[src/rtl/game_pkg.sv]
// Shared encodings and default timing constants for the game session controller.
package game_pkg;

  localparam logic [2:0] S_OFF  = 3'd0;
  localparam logic [2:0] S_PLAY = 3'd1;
  localparam logic [2:0] S_HOLD = 3'd2;
  localparam logic [2:0] S_FIRE = 3'd3;
  localparam logic [2:0] S_DONE = 3'd4;

  // ingameFSM currentInGameState encodings
  localparam logic [2:0] IG_IDLE          = 3'b000;
  localparam logic [2:0] IG_ONE_TILE      = 3'b001;
  localparam logic [2:0] IG_TWO_TILE      = 3'b011;
  localparam logic [2:0] IG_OFF_GAME_OVER = 3'b100;
  localparam logic [2:0] IG_NOT_IN_GAME   = 3'b101;

  localparam int unsigned DEF_DEBOUNCE_CYCLES = 1_000_000;
  localparam int unsigned DEF_REVEAL_CYCLES   = 99_999_999;
  localparam int unsigned DEF_IDLE_CYCLES     = 1_500_000_000;
  localparam int unsigned DEF_PULSE_CYCLES    = 2;

  function automatic logic [7:0] sat_inc8(input logic [7:0] v);
    return (v == 8'hFF) ? v : v + 8'd1;
  endfunction

endpackage

[src/rtl/key_debounce.sv]
// Synchronises an active-low KEY and emits a one-cycle strobe once a press is stable.
module key_debounce #(
  parameter int unsigned DEBOUNCE_CYCLES = 4
) (
  input  logic CLOCK_50,
  input  logic clear,
  input  logic key_n,
  output logic press
);

  localparam int unsigned CW = (DEBOUNCE_CYCLES > 1) ? $clog2(DEBOUNCE_CYCLES) : 1;

  logic          sync1_q, sync2_q, stable_q, press_q;
  logic [CW-1:0] cnt_q;

  // stable_q only follows sync2_q after it has differed for DEBOUNCE_CYCLES cycles in a row,
  // so the release also has to be stable before another press can be accepted.
  always_ff @(posedge CLOCK_50 or negedge clear) begin
    if (!clear) begin
      sync1_q  <= 1'b1;
      sync2_q  <= 1'b1;
      stable_q <= 1'b1;
      press_q  <= 1'b0;
      cnt_q    <= '0;
    end else begin
      sync1_q <= key_n;
      sync2_q <= sync1_q;
      press_q <= 1'b0;
      if (sync2_q == stable_q) begin
        cnt_q <= '0;
      end else if (cnt_q == CW'(DEBOUNCE_CYCLES - 1)) begin
        cnt_q    <= '0;
        stable_q <= sync2_q;
        press_q  <= ~sync2_q;
      end else begin
        cnt_q <= cnt_q + 1'b1;
      end
    end
  end

  assign press = press_q;

endmodule

[src/rtl/game_session_ctrl.sv]
// Session sequencer between the board KEYs and ingameFSM: start/quit, reveal hold,
// select pulse shaping, idle timeout and games-played count.
module game_session_ctrl
  import game_pkg::*;
#(
  parameter int unsigned DEBOUNCE_CYCLES = DEF_DEBOUNCE_CYCLES,
  parameter int unsigned REVEAL_CYCLES   = DEF_REVEAL_CYCLES,
  parameter int unsigned IDLE_CYCLES     = DEF_IDLE_CYCLES,
  parameter int unsigned PULSE_CYCLES    = DEF_PULSE_CYCLES
) (
  input  logic       CLOCK_50,
  input  logic       clear,
  input  logic       key_start_n,
  input  logic       key_quit_n,
  input  logic       key_sel1_n,
  input  logic       key_sel2_n,
  input  logic       gameOver,
  input  logic [2:0] inGameState,
  output logic       inGameOn,
  output logic       userquit,
  output logic       select1,
  output logic       select2,
  output logic       reveal_busy,
  output logic [7:0] games_played,
  output logic [2:0] sessionState
);

  localparam int unsigned RW = (REVEAL_CYCLES > 1) ? $clog2(REVEAL_CYCLES) : 1;
  localparam int unsigned IW = (IDLE_CYCLES > 1) ? $clog2(IDLE_CYCLES) : 1;
  localparam int unsigned PW = (PULSE_CYCLES > 1) ? $clog2(PULSE_CYCLES) : 1;

  logic start_p, quit_p, sel1_p, sel2_p;

  key_debounce #(.DEBOUNCE_CYCLES(DEBOUNCE_CYCLES)) u_db_start (
    .CLOCK_50(CLOCK_50), .clear(clear), .key_n(key_start_n), .press(start_p)
  );
  key_debounce #(.DEBOUNCE_CYCLES(DEBOUNCE_CYCLES)) u_db_quit (
    .CLOCK_50(CLOCK_50), .clear(clear), .key_n(key_quit_n), .press(quit_p)
  );
  key_debounce #(.DEBOUNCE_CYCLES(DEBOUNCE_CYCLES)) u_db_sel1 (
    .CLOCK_50(CLOCK_50), .clear(clear), .key_n(key_sel1_n), .press(sel1_p)
  );
  key_debounce #(.DEBOUNCE_CYCLES(DEBOUNCE_CYCLES)) u_db_sel2 (
    .CLOCK_50(CLOCK_50), .clear(clear), .key_n(key_sel2_n), .press(sel2_p)
  );

  logic [2:0]    state_q, state_d;
  logic          userquit_q, userquit_d;
  logic          sel1_low_q, sel1_low_d;
  logic          sel2_low_q, sel2_low_d;
  logic [PW-1:0] pulse_q, pulse_d;
  logic [RW-1:0] reveal_q, reveal_d;
  logic [IW-1:0] idle_q, idle_d;
  logic [7:0]    games_q, games_d;

  logic in_play, pulse_busy, any_p, idle_hit;

  assign in_play    = (state_q == S_PLAY) || (state_q == S_HOLD) || (state_q == S_FIRE);
  assign pulse_busy = sel1_low_q | sel2_low_q;
  assign any_p      = start_p | quit_p | sel1_p | sel2_p;
  assign idle_hit   = in_play && (idle_q == IW'(IDLE_CYCLES - 1));

  always_comb begin
    state_d    = state_q;
    userquit_d = 1'b0;
    sel1_low_d = sel1_low_q;
    sel2_low_d = sel2_low_q;
    pulse_d    = pulse_q;
    reveal_d   = reveal_q;
    idle_d     = idle_q;
    games_d    = games_q;

    if (pulse_busy) begin
      if (pulse_q == '0) begin
        sel1_low_d = 1'b0;
        sel2_low_d = 1'b0;
      end else begin
        pulse_d = pulse_q - 1'b1;
      end
    end

    if (in_play) idle_d = any_p ? '0 : idle_q + 1'b1;

    case (state_q)
      S_OFF, S_DONE: begin
        idle_d = '0;
        if (start_p) state_d = S_PLAY;
      end
      S_PLAY: begin
        if (gameOver) begin
          state_d    = S_DONE;
          games_d    = sat_inc8(games_q);
          sel1_low_d = 1'b0;
          sel2_low_d = 1'b0;
          pulse_d    = '0;
        end else if (sel1_p && !pulse_busy) begin
          if (inGameState == IG_TWO_TILE) begin
            state_d  = S_HOLD;
            reveal_d = RW'(REVEAL_CYCLES - 1);
          end else begin
            sel1_low_d = 1'b1;
            pulse_d    = PW'(PULSE_CYCLES - 1);
          end
        end else if (sel2_p && !pulse_busy) begin
          sel2_low_d = 1'b1;
          pulse_d    = PW'(PULSE_CYCLES - 1);
        end
      end
      S_HOLD: begin
        if (reveal_q != '0) begin
          reveal_d = reveal_q - 1'b1;
        end else if (!pulse_busy) begin
          state_d    = S_FIRE;
          sel1_low_d = 1'b1;
          pulse_d    = PW'(PULSE_CYCLES - 1);
        end
      end
      S_FIRE: begin
        if (sel1_low_q && (pulse_q == '0)) state_d = S_PLAY;
      end
      default: state_d = S_OFF;
    endcase

    // Quit (key or idle timeout) overrides everything decided above.
    if (in_play && (quit_p || idle_hit)) begin
      state_d    = S_OFF;
      userquit_d = 1'b1;
      sel1_low_d = 1'b0;
      sel2_low_d = 1'b0;
      pulse_d    = '0;
      reveal_d   = '0;
      idle_d     = '0;
    end
  end

  always_ff @(posedge CLOCK_50 or negedge clear) begin
    if (!clear) begin
      state_q    <= S_OFF;
      userquit_q <= 1'b0;
      sel1_low_q <= 1'b0;
      sel2_low_q <= 1'b0;
      pulse_q    <= '0;
      reveal_q   <= '0;
      idle_q     <= '0;
      games_q    <= '0;
    end else begin
      state_q    <= state_d;
      userquit_q <= userquit_d;
      sel1_low_q <= sel1_low_d;
      sel2_low_q <= sel2_low_d;
      pulse_q    <= pulse_d;
      reveal_q   <= reveal_d;
      idle_q     <= idle_d;
      games_q    <= games_d;
    end
  end

  assign inGameOn     = in_play;
  assign userquit     = userquit_q;
  assign select1      = ~sel1_low_q;
  assign select2      = ~sel2_low_q;
  assign reveal_busy  = (state_q == S_HOLD) || (state_q == S_FIRE);
  assign games_played = games_q;
  assign sessionState = state_q;

endmodule
[config.mk]
export PLATFORM = sky130hd
export DESIGN_NAME = game_session_ctrl
export DESIGN_NICKNAME = d
export VERILOG_FILES = /design/src/rtl/game_pkg.sv /design/src/rtl/key_debounce.sv /design/src/rtl/game_session_ctrl.sv
export SDC_FILE = /design/constraint.sdc
export NUM_CORES = 1
export LEC_CHECK = 0
export BUFFER_PORTS_ARGS = -buffer_cell sky130_fd_sc_hd__buf_2
export CORE_ASPECT_RATIO = 1.25
export CORE_MARGIN = 2
export CORE_UTILIZATION = 65
export CTS_BUF_LIST = sky130_fd_sc_hd__clkbuf_8 sky130_fd_sc_hd__clkbuf_16
export CTS_CLUSTER_DIAMETER = 120
export CTS_CLUSTER_SIZE = 10
export DETAILED_ROUTE_END_ITERATION = 16
export PLACE_DENSITY = 0.85
export SYNTH_ARGS = -nofsm -noshare
export SYNTH_HDL_FRONTEND = slang
export SYNTH_SLANG_ARGS = --single-unit
export TNS_END_PERCENT = 1
[constraint.sdc]
create_clock -name CLOCK_50 -period 4.4 [get_ports CLOCK_50]
set_input_delay 0.44 -clock CLOCK_50 [delete_from_list [all_inputs] [get_ports CLOCK_50]]
set_output_delay 0.44 -clock CLOCK_50 [all_outputs]
set_load 0.01 [all_outputs]
Yosys cells after proc, flatten, opt, wreduce, memory -nomap -nowiden

Index checks and enable logic that the tools add are counted.

Bits in registers: 169
Bits of input ports: 10
Bits in latches: 0
Memory bits (writable): 0
Logic and storage cells: 161
Memories kept: 0
ROM bits: 0

Eq/ne operators: 25
Mux-type cells: 62
Bitwise operators: 16
$mul: 0
Reductions and logical operators: 22
Div/mod/pow operators: 0
Add/subtract/negate cells: 8
Shift-type cells: 0
$lt $le $gt $ge: 0

Operators with widths:

| cell                                                   | count |
|---|---|
| 2-to-1 mux 20 bit                                      | 8 |
| 2-to-1 mux 27 bit                                      | 5 |
| 2-to-1 mux 31 bit                                      | 4 |
| adder 20 x 1 -> 20 bit (second input constant)         | 4 |
| == test 20 bit (second input constant)                 | 4 |
| one-hot mux 27 bit (2 select lines)                    | 1 |
| 2-to-1 mux 1 bit                                       | 33 |
| adder 31 x 1 -> 31 bit (second input constant)         | 1 |
| == test 31 bit (second input constant)                 | 1 |
| nonzero test 27 bit                                    | 1 |
| subtractor 27 x 1 -> 27 bit (second input constant)    | 1 |
| 2-to-1 mux 3 bit                                       | 8 |
| inequality test 3 x 1 -> 1 bit (second input constant) | 4 |
| inequality test 3 x 2 -> 1 bit (second input constant) | 4 |
| inverter 1 bit                                         | 12 |
| one-hot mux 3 bit (4 select lines)                     | 1 |
| == test 3 x 2 -> 1 bit (second input constant)         | 3 |
| adder 8 x 1 -> 8 bit (second input constant)           | 1 |
| == test 8 bit (second input constant)                  | 1 |
| inequality test 4 x 2 -> 1 bit (second input constant) | 2 |
| AND reduction 2 bit                                    | 4 |
| AND reduction 6 bit                                    | 1 |
| nonzero test 3 bit                                     | 2 |
| logical AND 1 bit                                      | 5 |
| 12 further kinds                                       | 22 |

Longest topological paths before layout

Word-level depth: 8
Depth in mapped cells: 10

Modules after synthesis

A second synthesis with hierarchy kept.

Cells, all modules: 928
Area, all modules: 8816.0 µm²

By module, submodules not included:

| module                       | area an instance (µm²) | instances | cells an instance | seq. area each (µm²) |
|---|---|---|---|---|
| game_session_ctrl            | 4221.5                 | 1         | 473               | 1826.8 |
| key_debounce (u_db_quit ...) | 1139.8                 | 3         | 116               | 604.3 |
| key_debounce (u_db_start)    | 1174.9                 | 1         | 107               | 604.3 |

Worst setup path before layout

Ideal clock, no wire load.

Kind: reg-to-reg
Start point: register u_db_sel2.cnt_q[0]
End point: register u_db_sel2.cnt_q[10]
Setup slack: 2.109 ns
Required time: 4.268 ns
Buffers on the path: 2
Stages on the path, launching flop included: 9
Data arrival time: 2.159 ns
Path through: dfrtp_1 ha_1 nand4_1 or2_2 nor4_1 or2_2 clkbuf_1 clkbuf_1 nor2_1

Cells in the longest elaborated chain, start to end: 3

Ends and longest elaborated chain:

| element                                                  | RTL line                               | RTL |
|---|---|---|
| start: declaration                                       | key_debounce.sv:14                     | `logic [CW-1:0] cnt_q;` |
| start signal: assignment                                 | key_debounce.sv:36                     | `cnt_q <= cnt_q + 1'b1;` |
| adder 20 x 1 -> 20 bit or == test 20 bit (tied branches) | key_debounce.sv:36, key_debounce.sv:31 |  |
| 2-to-1 mux 20 bit *                                      | key_debounce.sv:31                     | `end else if (cnt_q == CW'(DEBOUNCE_CYCLES - 1)) begin` |
| 2-to-1 mux 20 bit *                                      | key_debounce.sv:29                     | `if (sync2_q == stable_q) begin` |

Mark *: on every way between the ends. The rest lies on a longest branch, timed or not.
A chain may end at the register's enable or synchronous reset.

Worst setup path in the final report

Start point: register idle_q[0]
End point: register reveal_q[11]

Cells in the longest elaborated chain, start to end: 6

Ends and longest elaborated chain:

| element                                                                 | RTL line                 | RTL |
|---|---|---|
| start: declaration                                                      | game_session_ctrl.sv:53  | `logic [IW-1:0] idle_q, idle_d;` |
| start signal: assignment                                                | game_session_ctrl.sv:153 | `idle_q <= idle_d;` |
| == test 31 bit *                                                        | game_session_ctrl.sv:61  | `assign idle_hit = in_play && (idle_q == IW'(IDLE_CYCLES - 1));` |
| logical AND 1 bit *                                                     | game_session_ctrl.sv:61  |  |
| logical OR 1 bit *                                                      | game_session_ctrl.sv:125 | `if (in_play && (quit_p \|\| idle_hit)) begin` |
| logical AND 1 bit *                                                     | game_session_ctrl.sv:125 |  |
| inequality test 3 x 1 -> 1 bit (no source line) (tied with other cells) | --                       |  |
| AND reduction 5 bit (no source line)                                    | --                       |  |
| end signal: assignment                                                  | game_session_ctrl.sv:152 | `reveal_q <= reveal_d;` |
| end: declaration                                                        | game_session_ctrl.sv:52  | `logic [RW-1:0] reveal_q, reveal_d;` |

Marked as above.

==> impl_metrics.json <==
{
  "outcome": "complete, no violations",
  "leakagePower_nw": 3.866,
  "r2r_start": "idle_q[0]",
  "critical_path_class": "register to register",
  "die_y_um": 130.5,
  "finalSetupTns_ps": 0,
  "ctsHoldBuffers": 0,
  "fp.dieW_um": 105.2,
  "syn-cell-area_um2": 8323,
  "dieArea_um2": 13730,
  "tightest_slew_ps": 1042,
  "yosysSeqAreaShare_pct": 50.99,
  "hold_viol_final": 0,
  "drive_gt1_share_pct": 9.497,
  "syn_area_per_cell_um2": 9.689,
  "grt-ovfl-total": 0,
  "ios": 26,
  "final_cell_mix": "157 x dfrtp_1, 136 x nor2_1, 65 x nand2_1",
  "path_max_fanout": 27,
  "route.detailed.drc": 0,
  "rsz0062_at_grt": "false",
  "dr.pass1.iters": 7,
  "gp_congestion": 0.8755,
  "crit_required_ps": 4710,
  "numCtsBuffers": 17,
  "syn-num-nets": 877,
  "initial_core_util_pct": 66.03,
  "clk-insertion-delay-late_ps": 430,
  "maxCapViolations": 0,
  "min_period_ps": 2842,
  "holdPathStages": 1,
  "met2_length_mm": 9.124,
  "wl_met1_mm": 7.513,
  "post-place-ws_ps": 1587,
  "setup_violations": 0,
  "vias": 6542,
  "io_buffer_count": 25,
  "route.met3.wl_um": 780,
  "yosysUniqueCellTypes": 59,
  "cp-start-kind": "register",
  "final_common_cell": "dfrtp_1",
  "antenna_found_initial": 0,
  "final.setup_skew_ps": 6.398,
  "setup_ws_ps": 1558,
  "htreeDepth": 4,
  "wl_per_cell_um": 16.70,
  "slew_viol_final": 0,
  "ir_worst_vdd_mv": 0.2709,
  "cts_tree": "built",
  "crit_path_max_incr_delay_ps": 850,
  "synthArstFlopShare_pct": 100.0,
  "clk_pin_slew_ps": 60,
  "synth_flop_cell": "dfrtp_1",
  "slew_headroom_pct": 30.53,
  "crit_path_end_kind": "register",
  "hpwl_mm": 11.92,
  "cpMaxStageDelayCell": "and2_1",
  "grt_max_degree": 116,
  "synthCells": 859,
  "worstReg2RegEnd": "reveal_q[11]",
  "worstHoldEndpoint": "u_db_sel1.sync1_q",
  "min_path_type": "primary input to register",
  "period_share_pct": 64.58,
  "ctsLongestPathBuffers": 2,
  "layout.area.seq_um2": 4244,
  "cts_num_sinks": 169,
  "ys_warn_count": 0,
  "reg2reg_slack_ps": 1560,
  "placed_area_um2": 8582,
  "dr.first_iter.drc_count": 465,
  "highest_layer": "met4",
  "vias_per_cell": 6.154,
  "routed_wl_mm": 17.76,
  "post_cts_buffers": 0,
  "grt_pass1_vias": 6460,
  "finish.utilization_pct": 72.40,
  "path_cells": "ha_1 > and4_1 > nand3_1 > o31ai_2 > buf_4 > and2_1 > o22ai_1 > o2bb2ai_1",
  "cts_root_buf": "clkbuf_16",
  "coreArea_um2": 12600,
  "placementRows": 46,
  "rr_worst_depth": 8,
  "multi_input_area_um2": 3891,
  "detail-route-antenna-nets": 0,
  "min-delay-start": "key_sel1_n",
  "area_delta_synth_final_pct": 9.651,
  "timing.fmax_mhz": 351.9,
  "power_density_nw_per_um2": 370.1,
  "gr-usage-all-layers_pct": 27.46,
  "fill_cells": 858,
  "arrival_ps": 3150,
  "ys_seq_elements": 169,
  "cts_resized": 0,
  "synth_edf_count": 0,
  "num-nets-final": 900,
  "fin_area_um2": 9126,
  "grt_pass1_wl_mm": 30.37,
  "antennaDiodeCount": 0
}
worst max path at each step:
stage,start,endpoint,cells past startpoint
global placement,idle_q[0],reveal_q[11],8
floorplan,u_db_sel2.cnt_q[0],u_db_sel2.cnt_q[10],8
finish,idle_q[0],reveal_q[11],8
CTS,idle_q[0],reveal_q[11],8
global route,idle_q[0],reveal_q[11],8
detailed placement,idle_q[0],reveal_q[11],8
worst max-delay path, delay by kind of cell (launching register included):
family | cells | cell delay, ps
simple gates | 3 | 1290
compound gates | 3 | 570
flops | 1 | 390
buf+inv | 1 | 260
fa+ha+maj | 1 | 210
Yosys cell counts, types with 3 or more instances:
cell / number / area share, %
a311oi_1: 6 / 0.63
o31ai_1: 10 / 0.90
nor2_1: 136 / 6.1
buf_2: 3 / 0.18
buf_1: 4 / 0.18
a21oi_1: 31 / 1.9
and2_1: 7 / 0.53
and3b_1: 3 / 0.32
mux2_2: 5 / 0.68
a211oi_1: 8 / 0.72
nand2b_1: 4 / 0.30
ha_1: 8 / 1.2
nor2b_1: 3 / 0.23
nand4_1: 16 / 1.2
and4_1: 6 / 0.63
and3_1: 26 / 2.0
nand3_1: 61 / 3.7
nor4_1: 17 / 1.3
o22ai_1: 3 / 0.23
xnor2_1: 40 / 4.2
or3_1: 12 / 0.90
nand3b_1: 4 / 0.36
o2bb2ai_1: 3 / 0.32
nor4b_1: 7 / 0.74
clkbuf_1: 16 / 0.72
o21ai_0: 24 / 1.4
nand2_1: 65 / 2.9
or2_2: 4 / 0.30
or4_1: 4 / 0.36
nor3_1: 31 / 1.9
nor3b_1: 5 / 0.45
inv_1: 20 / 0.90
dfstp_2: 12 / 3.8
xor2_1: 62 / 6.5
a21o_1: 4 / 0.36
dfrtp_1: 157 / 47
final cells by class:
type                    count  share of cell area, %
clock buffers              19                  4.963
clock inverters            13                  1.001
inverters                  20                 0.8226
multi-input cells         645                  42.64
flip-flops and latches    169                  46.50
well taps                 168                  2.303
repair buffers             29                  1.769
state kept, by name, summed over array words and instances (netlist names), 3 cells and up:
signal	count
u_db_start.cnt_q	20
u_db_quit.cnt_q	20
u_db_sel2.cnt_q	20
idle_q	31
u_db_sel1.cnt_q	20
reveal_q	27
games_played	8
sessionState	3
layer usage:
| metal | vias up | GRT usage (%) |
|---|---|---|
| li1 | 3068 | - |
| met1 | 3250 | 34.72 |
| met2 | 185 | 47.55 |
| met3 | 39 | 5.258 |
| met4 | 0 | 9.961 |
| met5 | - | 0 |
stage by stage:
stage	power (mW)	std cells	hold slack, ps
global placement	2.001	1031	345.5
CTS	3.392	1063	93.70
finish	3.378	1063	104.5
detailed placement	2.020	1031	347.2
global route	3.512	1063	96.15
floorplan	1.915	859	144.4
power by group:
group          switching (mW)  internal [mW]  total (mW)  leakage (nW)
Sequential              0.117           1.64        1.76          2.25
Combinational           0.142         0.0954       0.237          1.34
Clock                   0.590          0.792        1.38         0.281
Total                   0.848           2.53        3.38          3.87
kinds of logic after synthesis:
logic type	Yosys count	synth area share (%)
xor+xnor	102	10.73
mux	7	0.9170
fa+ha+maj	8	1.203
simple gates	420	25.45
compound gates	108	8.449
buf+inv	45	2.255
flops	169	50.99
No activity file was read; power rests on OpenSTA's default activity.
